===== src/rtl/hazard_stall_unit_pkg.sv =====
// Shared types and constants for the D-stage hazard resolver.
package hazard_stall_unit_pkg;

    localparam int REG_W = 5;

    typedef logic [1:0] tnew_t;
    typedef logic [1:0] fwd_sel_t;

    localparam fwd_sel_t   FWD_RF    = 2'd0;
    localparam fwd_sel_t   FWD_M     = 2'd1;
    localparam fwd_sel_t   FWD_E     = 2'd2;
    localparam logic [1:0] TUSE_NONE = 2'd3;

    // Tnew ages by one per stage and saturates at zero rather than wrapping to 3.
    function automatic tnew_t tnew_decay(input tnew_t t);
        return (t == 2'd0) ? 2'd0 : t - 2'd1;
    endfunction

endpackage


===== src/rtl/hazard_stall_unit_cmp.sv =====
// Single-operand check against the E and M shadow records: stall request and forward select.
module hazard_cmp
    import hazard_stall_unit_pkg::*;
#(
    parameter int REG_W = hazard_stall_unit_pkg::REG_W
) (
    input  logic [REG_W-1:0] reg_i,
    input  logic [1:0]       tuse_i,
    input  logic [REG_W-1:0] wa_e_i,
    input  tnew_t            tnew_e_i,
    input  logic [REG_W-1:0] wa_m_i,
    input  tnew_t            tnew_m_i,
    output logic             hazard_o,
    output fwd_sel_t         fwd_sel_o
);

    logic reg_live;
    logic hit_e;
    logic hit_m;

    always_comb begin
        reg_live = (reg_i != '0);
        hit_e    = reg_live && (reg_i == wa_e_i);
        hit_m    = reg_live && (reg_i == wa_m_i);

        hazard_o = (hit_e && (tuse_i < tnew_e_i)) ||
                   (hit_m && (tuse_i < tnew_m_i));

        // The E record is the younger writer, so it wins over M.
        fwd_sel_o = FWD_RF;
        if (hit_e && (tnew_e_i == 2'd0)) begin
            fwd_sel_o = FWD_E;
        end else if (hit_m && (tnew_m_i == 2'd0)) begin
            fwd_sel_o = FWD_M;
        end
    end

endmodule


===== src/rtl/hazard_stall_unit.sv =====
// D-stage stall/forward resolver with E/M shadow records.
// Optional stall cycle counter port stall_cnt is built only when HAZARD_PERF_EN is defined.
module hazard_stall_unit
    import hazard_stall_unit_pkg::*;
#(
    parameter int REG_W = hazard_stall_unit_pkg::REG_W
) (
    input  logic             clk,
    input  logic             reset,
    input  logic [REG_W-1:0] rs_D,
    input  logic [REG_W-1:0] rt_D,
    input  logic [1:0]       Tuse_rs,
    input  logic [1:0]       Tuse_rt,
    input  tnew_t            Tnew_D,
    input  logic [REG_W-1:0] wa_D,
    output logic             stall,
    output fwd_sel_t         fwd_rs_D,
    output fwd_sel_t         fwd_rt_D
`ifdef HAZARD_PERF_EN
    ,
    output logic [31:0]      stall_cnt
`endif
);

    logic [REG_W-1:0] wa_e_q, wa_e_d;
    logic [REG_W-1:0] wa_m_q, wa_m_d;
    tnew_t            tnew_e_q, tnew_e_d;
    tnew_t            tnew_m_q, tnew_m_d;
    logic             haz_rs, haz_rt;

    hazard_cmp #(.REG_W(REG_W)) u_cmp_rs (
        .reg_i     (rs_D),
        .tuse_i    (Tuse_rs),
        .wa_e_i    (wa_e_q),
        .tnew_e_i  (tnew_e_q),
        .wa_m_i    (wa_m_q),
        .tnew_m_i  (tnew_m_q),
        .hazard_o  (haz_rs),
        .fwd_sel_o (fwd_rs_D)
    );

    hazard_cmp #(.REG_W(REG_W)) u_cmp_rt (
        .reg_i     (rt_D),
        .tuse_i    (Tuse_rt),
        .wa_e_i    (wa_e_q),
        .tnew_e_i  (tnew_e_q),
        .wa_m_i    (wa_m_q),
        .tnew_m_i  (tnew_m_q),
        .hazard_o  (haz_rt),
        .fwd_sel_o (fwd_rt_D)
    );

    assign stall = haz_rs | haz_rt;

    always_comb begin
        wa_e_d   = wa_D;
        tnew_e_d = Tnew_D;
        if (stall) begin
            wa_e_d   = '0;
            tnew_e_d = 2'd0;
        end
        wa_m_d   = wa_e_q;
        tnew_m_d = tnew_decay(tnew_e_q);
    end

    always_ff @(posedge clk) begin
        if (reset) begin
            wa_e_q   <= '0;
            tnew_e_q <= 2'd0;
            wa_m_q   <= '0;
            tnew_m_q <= 2'd0;
        end else begin
            wa_e_q   <= wa_e_d;
            tnew_e_q <= tnew_e_d;
            wa_m_q   <= wa_m_d;
            tnew_m_q <= tnew_m_d;
        end
    end

`ifdef HAZARD_PERF_EN
    logic [31:0] stall_cnt_q, stall_cnt_d;

    always_comb begin
        stall_cnt_d = stall ? stall_cnt_q + 32'd1 : stall_cnt_q;
    end

    always_ff @(posedge clk) begin
        if (reset) begin
            stall_cnt_q <= 32'd0;
        end else begin
            stall_cnt_q <= stall_cnt_d;
        end
    end

    assign stall_cnt = stall_cnt_q;
`endif

endmodule


===== config.mk =====
export PLATFORM = sky130hd
export DESIGN_NAME = hazard_stall_unit
export DESIGN_NICKNAME = d
export VERILOG_FILES = /design/src/rtl/hazard_stall_unit_pkg.sv /design/src/rtl/hazard_stall_unit_cmp.sv /design/src/rtl/hazard_stall_unit.sv
export SDC_FILE = /design/constraint.sdc
export NUM_CORES = 1
export LEC_CHECK = 0
export CORE_MARGIN = 5
export CORE_UTILIZATION = 47
export CTS_CLUSTER_SIZE = 20
export DETAILED_ROUTE_END_ITERATION = 8
export PLACE_DENSITY = 0.82
export SYNTH_ARGS = -nofsm -noshare
export SYNTH_HDL_FRONTEND = slang
export SYNTH_HIERARCHICAL = 1
export SYNTH_SLANG_ARGS = --single-unit

===== constraint.sdc =====
create_clock -name clk -period 3.45 [get_ports clk]
set_input_delay 0.69 -clock clk [delete_from_list [all_inputs] [get_ports clk]]
set_output_delay 0.69 -clock clk [all_outputs]
set_load 0.05 [all_outputs]

# Yosys cells after proc, flatten, opt, wreduce, memory -nomap -nowiden
# Cells that the tools add are included.
# totals
wordCells	38
regBits	14
# op_classes
bitwise_logic	1
magnitude_cmp	4
add_sub_neg	1
reduce_logical	20
muxes	4
n_eq_ne	4
# op_table
operator	count
5-bit == test	4
1-bit logical AND	12
5-bit nonzero test	2
2-bit less-than comparator	4
2-bit zero test	2
2-bit 2-to-1 mux	2
2-bit OR reduction	2
1-bit logical OR	2
1-bit 2-to-1 mux	2
2-bit by 1-bit subtractor with 2-bit output, second input constant	1
1-bit OR	1

# Depth between registers and ports, before layout
# Gate-level depths: netlist of the first run.
# logic_depth
word_depth	6
ltp_mapped	6
mapped_depth_nobuf	5

# Modules after synthesis
# The synthesis of the first run kept the hierarchy.
# modules_own_cells
module	area_per_inst_um2	n_inst	cells_per_inst	seq_area_each_um2
hazard_cmp	252.7	2	27	0.0
hazard_stall_unit	479.2	1	35	280.3

# Least setup slack after synthesis of the first run
# No wires, ideal clock.
# synth_path
path_kind	input to output
from	input port rt_D[2]
to	output port stall
path_stages	6
slack_ns	0.386
required_time_ns	2.760
arrival_time_ns	2.374
cell_sequence	xnor2_1 -> o211ai_2 -> or4_4 -> a2bb2o_1 -> buf_2 -> or2_1
# synth_between
elab_chain_len	5
elab_cells_between_ends	9
classes_between	eq/ne: 2; bitwise: 1; reduce/logical: 6
# synth_lines
item	line_no	source
start: declaration	hazard_stall_unit.sv:11	input logic [REG_W-1:0] rt_D,
5-bit == test (tied with other cells)	hazard_stall_unit_cmp.sv:23	hit_e = reg_live && (reg_i == wa_e_i);
1-bit logical AND, on equally long branches	hazard_stall_unit_cmp.sv:23, hazard_stall_unit_cmp.sv:24	
1-bit logical AND, on equally long branches	hazard_stall_unit_cmp.sv:26, hazard_stall_unit_cmp.sv:27	
1-bit logical OR (*)	hazard_stall_unit_cmp.sv:26	hazard_o = (hit_e && (tuse_i < tnew_e_i)) ||
net haz_rt	hazard_stall_unit.sv:29	logic haz_rs, haz_rt;
1-bit OR (*)	hazard_stall_unit.sv:53	assign stall = haz_rs | haz_rt;
end: declaration	hazard_stall_unit.sv:16	output logic stall,
# Mark *: on every way through the listed nets, which the timed path passes. The rest lies on a longest branch.

# Worst setup path in the final report of the first run
# layout_path
from	input port rt_D[1]
to	output port stall
# Same word-level chain as after synthesis.

==> results of run 1 <==
-- worst paths after layout --
kind	slack, ps	startpoint	cells after the start	endpoint
worst min-delay path	540	wa_e_q[3]	1	wa_m_q[3]
worst min register to register	540	wa_e_q[3]	1	wa_m_q[3]
worst max register to register	1560	wa_m_q[2]	6	tnew_e_q[0]
worst max-delay path	50	rt_D[1]	7	stall
-- registers in the layout (all words and copies together) (netlist names) --
| name | cells |
|---|---|
| wa_e_q | 5 |
| wa_m_q | 5 |
| tnew_m_q | 2 |
| tnew_e_q | 2 |
-- cells by family (layout without fill, tap and decap cells) --
| logic type | after synthesis | after routing | share of synthesized area, % |
|---|---|---|---|
| XOR/XNOR | 20 | 20 | 17.8 |
| adder cells (fa/ha/maj) | 5 | 5 | 6.35 |
| buffers and inverters | 9 | 44 | 4.45 |
| flip-flops | 14 | 14 | 28.5 |
| AND/OR/NAND/NOR | 29 | 29 | 27.7 |
| AO/OA/AOI/OAI | 12 | 12 | 15.2 |
-- Yosys cell counts (4+ instances only) --
library cell	number
dfxtp_1	14
or4_4	4
and2b_1	4
xor2_1	12
nor4b_2	7
nand2b_1	4
o211ai_2	4
inv_1	6
ha_1	5
xnor2_1	8
-- power by group --
part / internal (W) / total (W) / leakage [nW] / switching [W]
Clock: 0.0000641 / 0.000112 / 0.0210 / 0.0000477
Sequential: 0.000171 / 0.000185 / 0.116 / 0.0000135
Combinational: 0.0000693 / 0.000118 / 0.435 / 0.0000489
Total: 0.000305 / 0.000415 / 0.572 / 0.000110
-- worst max-delay path: cells and delay by family --
kind / cells / cell delay (ps)
AO/OA/AOI/OAI: 2 / 460
AND/OR/NAND/NOR: 3 / 990
buffers and inverters: 2 / 570
-- final cells by class --
type	count	area, µm²
flip-flops and latches	14	280
fillers	158	567
inverters	6	22.5
repair buffers	34	378
clock buffers	4	36.3
well taps	27	33.8
multi-input cells	66	664
-- metrics by stage --
stage	setup slack, ps	setup TNS (ps)
finish	53.0	0
global route	-6.26	-6.26
CTS	19.3	0
detailed placement	28.4	0
global placement	54.0	0
floorplan	386	0
-- per-layer routing --
layer  part of all wire (%)  vias up
li1                       -      384
met1                     42      354
met2                     51       18
met3                    6.0        2
met4                   0.93        0
met5                      0        -
-- repair_timing --
action,in CTS,in global routing
resized for setup,0,4
setup endpoints to repair,0,1
hold endpoints to repair,0,0
==> results by group, run 1 <==
Clocking
  • H-tree levels: 1
  • Root Driver: clkbuf_4
  • Hold Buf Count CTS: 0
  • CTS tree: yes
  • # clock sinks: 14
  • Longest Clk Path Bufs: 2
  • Num CTS Buffers: 3
  • Clock transition at path regs: approximately 80 ps
  • Post-CTS Setup Bufs: 0
  • Clk_lat worst skew: roughly 270 ps

Floorplanning
  • Initial Util: approximately 50%
  • Die Height: ~56 µm
  • I/O pin cnt: 28
  • Core ar.: between 0.0015 and 0.002 mm²
  • Chip width: 55.8 µm
  • Die ar.: just over 0.003 mm²
  • # rows: 16

Setup path
  • Worst endpoint required time: about 2800 ps
  • Worst-path maximum fanout: 2
  • Endpoint class of the critical path: primary output
  • Slowest stage cell, crit path: or4_4
  • Setup CP Type: in2out
  • Critical Path, Cell by Cell: clkdlybuf4s50_1 > or4_4 > o211ai_2 > or4_4 > a2bb2o_1 > or2_4 > buf_12
  • CP Launch Type: input pin
  • CP max stage delay: roughly 560 ps
  • CP Data Arrival Time: 2710 ps
  • Most common cell on crit path: or4_4

Placement
  • DP Cell Count: between 100 and 150
  • Port bufs: 27
  • Gpl congestion: 0.839
  • Dpl cell area: between 0.001 and 0.0015 mm²
  • DP HPWL: around 1.8 mm

Pwr
  • Peak supply drop: around 0.30 mV
  • LEAKAGE: 0.572 nW
  • Total power divided by cell area: between 200 and 300 mW/mm²
  • Pwr Total: between 0.0004 and 0.0005 W

GRT
  • Met1 Usage GRT: roughly 15%
  • Most Crowded Layer GR: met2
  • Overall Global Routing Usage: between 10% and 20%
  • Met3 GRT Util: 4.41%
  • Vias in the first global route: approximately 800
  • Initial antenna violation count: 0
  • Total congestion overflow: 0
  • Met2 usage: around 24%
  • Largest net degree at the start of global routing: 15
  • Global-route wire length before repair: 3.45 mm

Flow run
  • Max-cap violations: 0

Yosys
  • Sequential element share of the synthesized area: between 20% and 30%
  • Syn Nets: between 100 and 150
  • Synth Flop Type: dfxtp_1
  • Synth cell types: 22
  • Flops & latches, synth: 14
  • Synth area leader: dfxtp_1
  • Ys Warns: 6
  • EDFF count, synth: 0
  • Cell Area, Synth: 985 µm²
  • Synth Instances: 89
  • Post-Syn Area per Cell: between 10 and 15 µm²
  • Top-area cell type share of the netlist area: 28.5%
  • Synth async-reset ratio: 0%
  • Synth top area cells: dfxtp_1, nor4b_2, xor2_1

Layout
  • Final core utilization: 71.4%
  • Final #Nets: ~150
  • Share of cells above drive strength 1: around 30%
  • Most frequent cells in the layout: clkdlybuf4s50_1, dfxtp_1, xor2_1
  • Most common cell after layout, fill and taps aside: clkdlybuf4s50_1
  • Antenna Cells: 0
  • Design Area, Final: about 0.0014 mm²
  • Layout area overhead: 43.7%
  • Final cell count without fillers: 151

Routing
  • First DRT Iteration DRCs: 4
  • Vias: roughly 760
  • Vias per Instance: approximately 5
  • # DRC: 0
  • WL/cell: ~14 µm
  • Final wirelength: ~2 mm
  • ANT nets after route: 0
  • Router iterations before antenna repair: 3

Timing
  • Hold Fails Final Rpt: 0
  • Clock Skew: around 2.5 ps
  • Final setup vio count: 0
  • Fmax: roughly 290 MHz
  • Final period util: a little over nine tenths
  • Final min period: ~3400 ps
  • Fin. max-slew vios: 0
  • Worst-margin pin slew: about 550 ps
  • Slew headroom: roughly 63%
  • Fin Hold WS: 542 ps

Min path
  • HP Class: reg2reg

Outcome
  • Status: complete, no violations
Note: power is estimated with default switching activity, not from simulation.
==> inputs of run 2 (changes only) <==
- CELL_PAD_IN_SITES_DETAIL_PLACEMENT: unset -> 2
- CELL_PAD_IN_SITES_GLOBAL_PLACEMENT: unset -> 2
- CORE_UTILIZATION: 47 -> 29
- GPL_TIMING_DRIVEN: unset -> 0
- PLACE_DENSITY: 0.82 -> 0.81
- REMOVE_ABC_BUFFERS: unset -> 1
==> run 2 against run 1 <==
  * Cell count is 9.3% higher
  * Register-to-register slack better by 50 ps
  * First-iteration DRC count is 75% higher
  * Clock-buffer cell count stayed put
  * Critical path depth stayed put
  * Design area is 2.3% lower
==> results by group, run 2 (same netlist as run 1, synthesis figures left out) <==
Clocking
  • # clock sinks: 14 (unchanged)
  • Clk_lat worst skew: 270 ps (about the same)
  • Longest Clk Path Bufs: 2 (unchanged)
  • H-tree levels: 1 (unchanged)
  • Num CTS Buffers: 3 (unchanged)
  • CTS tree: yes (unchanged)
  • Root Driver: clkbuf_4 (unchanged)
  • Clock transition at path regs: 80 ps (about the same)

Setup path
  • Worst-path maximum fanout: 8 (was 2)
  • Setup CP Type: in2out (unchanged)
  • CP Data Arrival Time: 2680 ps (was 2710 ps)
  • Endpoint class of the critical path: primary output (unchanged)
  • CP Launch Type: input pin (unchanged)
  • Worst endpoint required time: 2760 ps (about the same)

Timing
  • Final min period: 3370 ps (was 3400 ps)
  • Slew headroom: 60.8% (was 63.1%)
  • Fin Hold WS: 533 ps (was 542 ps)
  • Fmax: 297 MHz (was 294 MHz)
  • RSZ-0062 raised after global routing: true
  • Clock Skew: 0.658 ps (was 2.53 ps)
  • Worst-margin pin slew: 587 ps (was 551 ps)
  • Worst setup margin: 78.4 ps (was 53.0 ps)
  • Final setup vio count: 0 (unchanged)
  • Hold Fails Final Rpt: 0 (unchanged)
  • Fin. max-slew vios: 0 (unchanged)
  • Final period util: 97.7% (was 98.5%)

GRT
  • Overall Global Routing Usage: 11.6% (was 13.6%)
  • Largest net degree at the start of global routing: 15 (unchanged)
  • Vias in the first global route: 885 (was 814)
  • Global-route wire length before repair: 4.00 mm (was 3.45 mm)
  • Total congestion overflow: 0 (unchanged)
  • Initial antenna violation count: 0 (unchanged)

Layout
  • Final cell count without fillers: 165 (was 151)
  • Most common cell after layout, fill and taps aside: clkdlybuf4s50_1 (unchanged)
  • Design Area, Final: 0.00138 mm² (was 0.00142 mm²)
  • Share of cells above drive strength 1: 27.7% (was 29.8%)
  • Largest registers: wa_e_q x5, wa_m_q x5 (unchanged)
  • Final #Nets: 148 (was 153)
  • Antenna Cells: 0 (unchanged)
  • Layout area overhead: 40.4% (was 43.7%)
  • Filler Cell Count: 363 (was 158)
  • Most frequent cells in the layout: clkdlybuf4s50_1, dfxtp_1, xor2_1 (unchanged)

Floorplanning
  • Die ar.: 0.00466 mm² (was 0.00311 mm²)
  • Die Height: 68.3 µm (was 55.8 µm)
  • I/O pin cnt: 28 (unchanged)
  • Initial Util: 29.7% (was 49.7%)
  • Chip width: 68.3 µm (was 55.8 µm)
  • # rows: 21 (was 16)
  • Core ar.: 0.00331 mm² (was 0.00198 mm²)

Placement
  • Dpl cell area: 0.00129 mm² (was 0.00137 mm²)
  • Gpl congestion: 0.660 (was 0.839)
  • DP Cell Count: 159 (was 147)
  • DP HPWL: 1.99 mm (was 1.76 mm)
  • Setup WS pre-CTS: -878 ps (was 28.4 ps)
  • Port bufs: 27 (unchanged)

Routing
  • Vias per Instance: 4.55 (was 5.02)
  • WL/cell: 14.1 µm (was 13.5 µm)
  • Final wirelength: 2.33 mm (was 2.04 mm)
  • # DRC: 0 (unchanged)
  • First DRT Iteration DRCs: 7 (was 4)
  • Router iterations before antenna repair: 3 (unchanged)
  • Vias: 751 (was 758)
  • ANT nets after route: 0 (unchanged)

Pwr
  • Total power divided by cell area: 299 mW/mm² (was 293 mW/mm²)
  • Peak supply drop: 0.166 mV (was 0.298 mV)
  • LEAKAGE: 0.543 nW (was 0.572 nW)

Min path
  • HP Class: reg2reg (unchanged)

Outcome
  • Status: complete, no violations (unchanged)

Flow run
  • Max-cap violations: 0 (unchanged)
[run 2: cell types whose count changed in the layout (fill, tap and decap cells not counted), sizes merged]
cell,change
buf,-8
clkdlybuf4s50,-4
dlygate4sd2,+4
clkdlybuf4s15,+2
clkbuf,+1
[run 2: routing by layer]
metal	global-route usage [%]	part of all wire, %
met5	0	0
met2	21.2	56
met3	2.13	3.4
met4	5.21	0.52
met1	12.9	40
[run 2: worst paths after layout]
path | from | endpoint | slack (ps) | cells after the start
setup / recovery | rs_D[3] | stall | 80 | 7
hold / removal | wa_e_q[3] | wa_m_q[3] | 530 | 1
setup reg to reg | wa_m_q[2] | wa_e_q[2] | 1610 | 6
hold reg to reg | wa_e_q[3] | wa_m_q[3] | 530 | 1
[run 2: report_power, final]
part | internal, W | switching [W]
registers | 0.000171 | 0.0000133
logic | 0.0000634 | 0.0000537
clock network | 0.0000641 | 0.0000478
[run 2: metrics by stage]
step	power [W]	setup TNS [ps]	util, %
2_1_floorplan	0.000248	0	-
3_3_place_gp	0.000294	-2310	39.0
3_5_place_dp	0.000299	-2510	39.0
4_1_cts	0.000421	0	40.5
5_1_grt	0.000442	-16.3	41.8
6_report	0.000414	0	41.8
[run 2: what timing repair did]
item	in CTS	in global routing
pin swaps	1	1
gates resized for setup	31	7
hold endpoints to repair	0	0
hold buffers	0	0
endpoints found under the setup margin	5	3
setup buffers	0	2
[run 2: worst max-delay path: stages]
cell	delay (ps)
clkdlybuf4s50_1	540
xnor2_1	150
o211ai_2	100
or4_4	570
a2bb2o_4	310
or2_1	130
buf_4	190
[run 2: layout make-up]
type	instances	area (µm²)	share of cell area, %
Timing Repair Buffer	29	280	20.3
Inverter	6	22.5	1.63
Multi-Input combinational cell	66	706	51.0
Sequential cell	14	280	20.3
Tap cell	46	57.6	4.16
Clock buffer	4	36.3	2.62
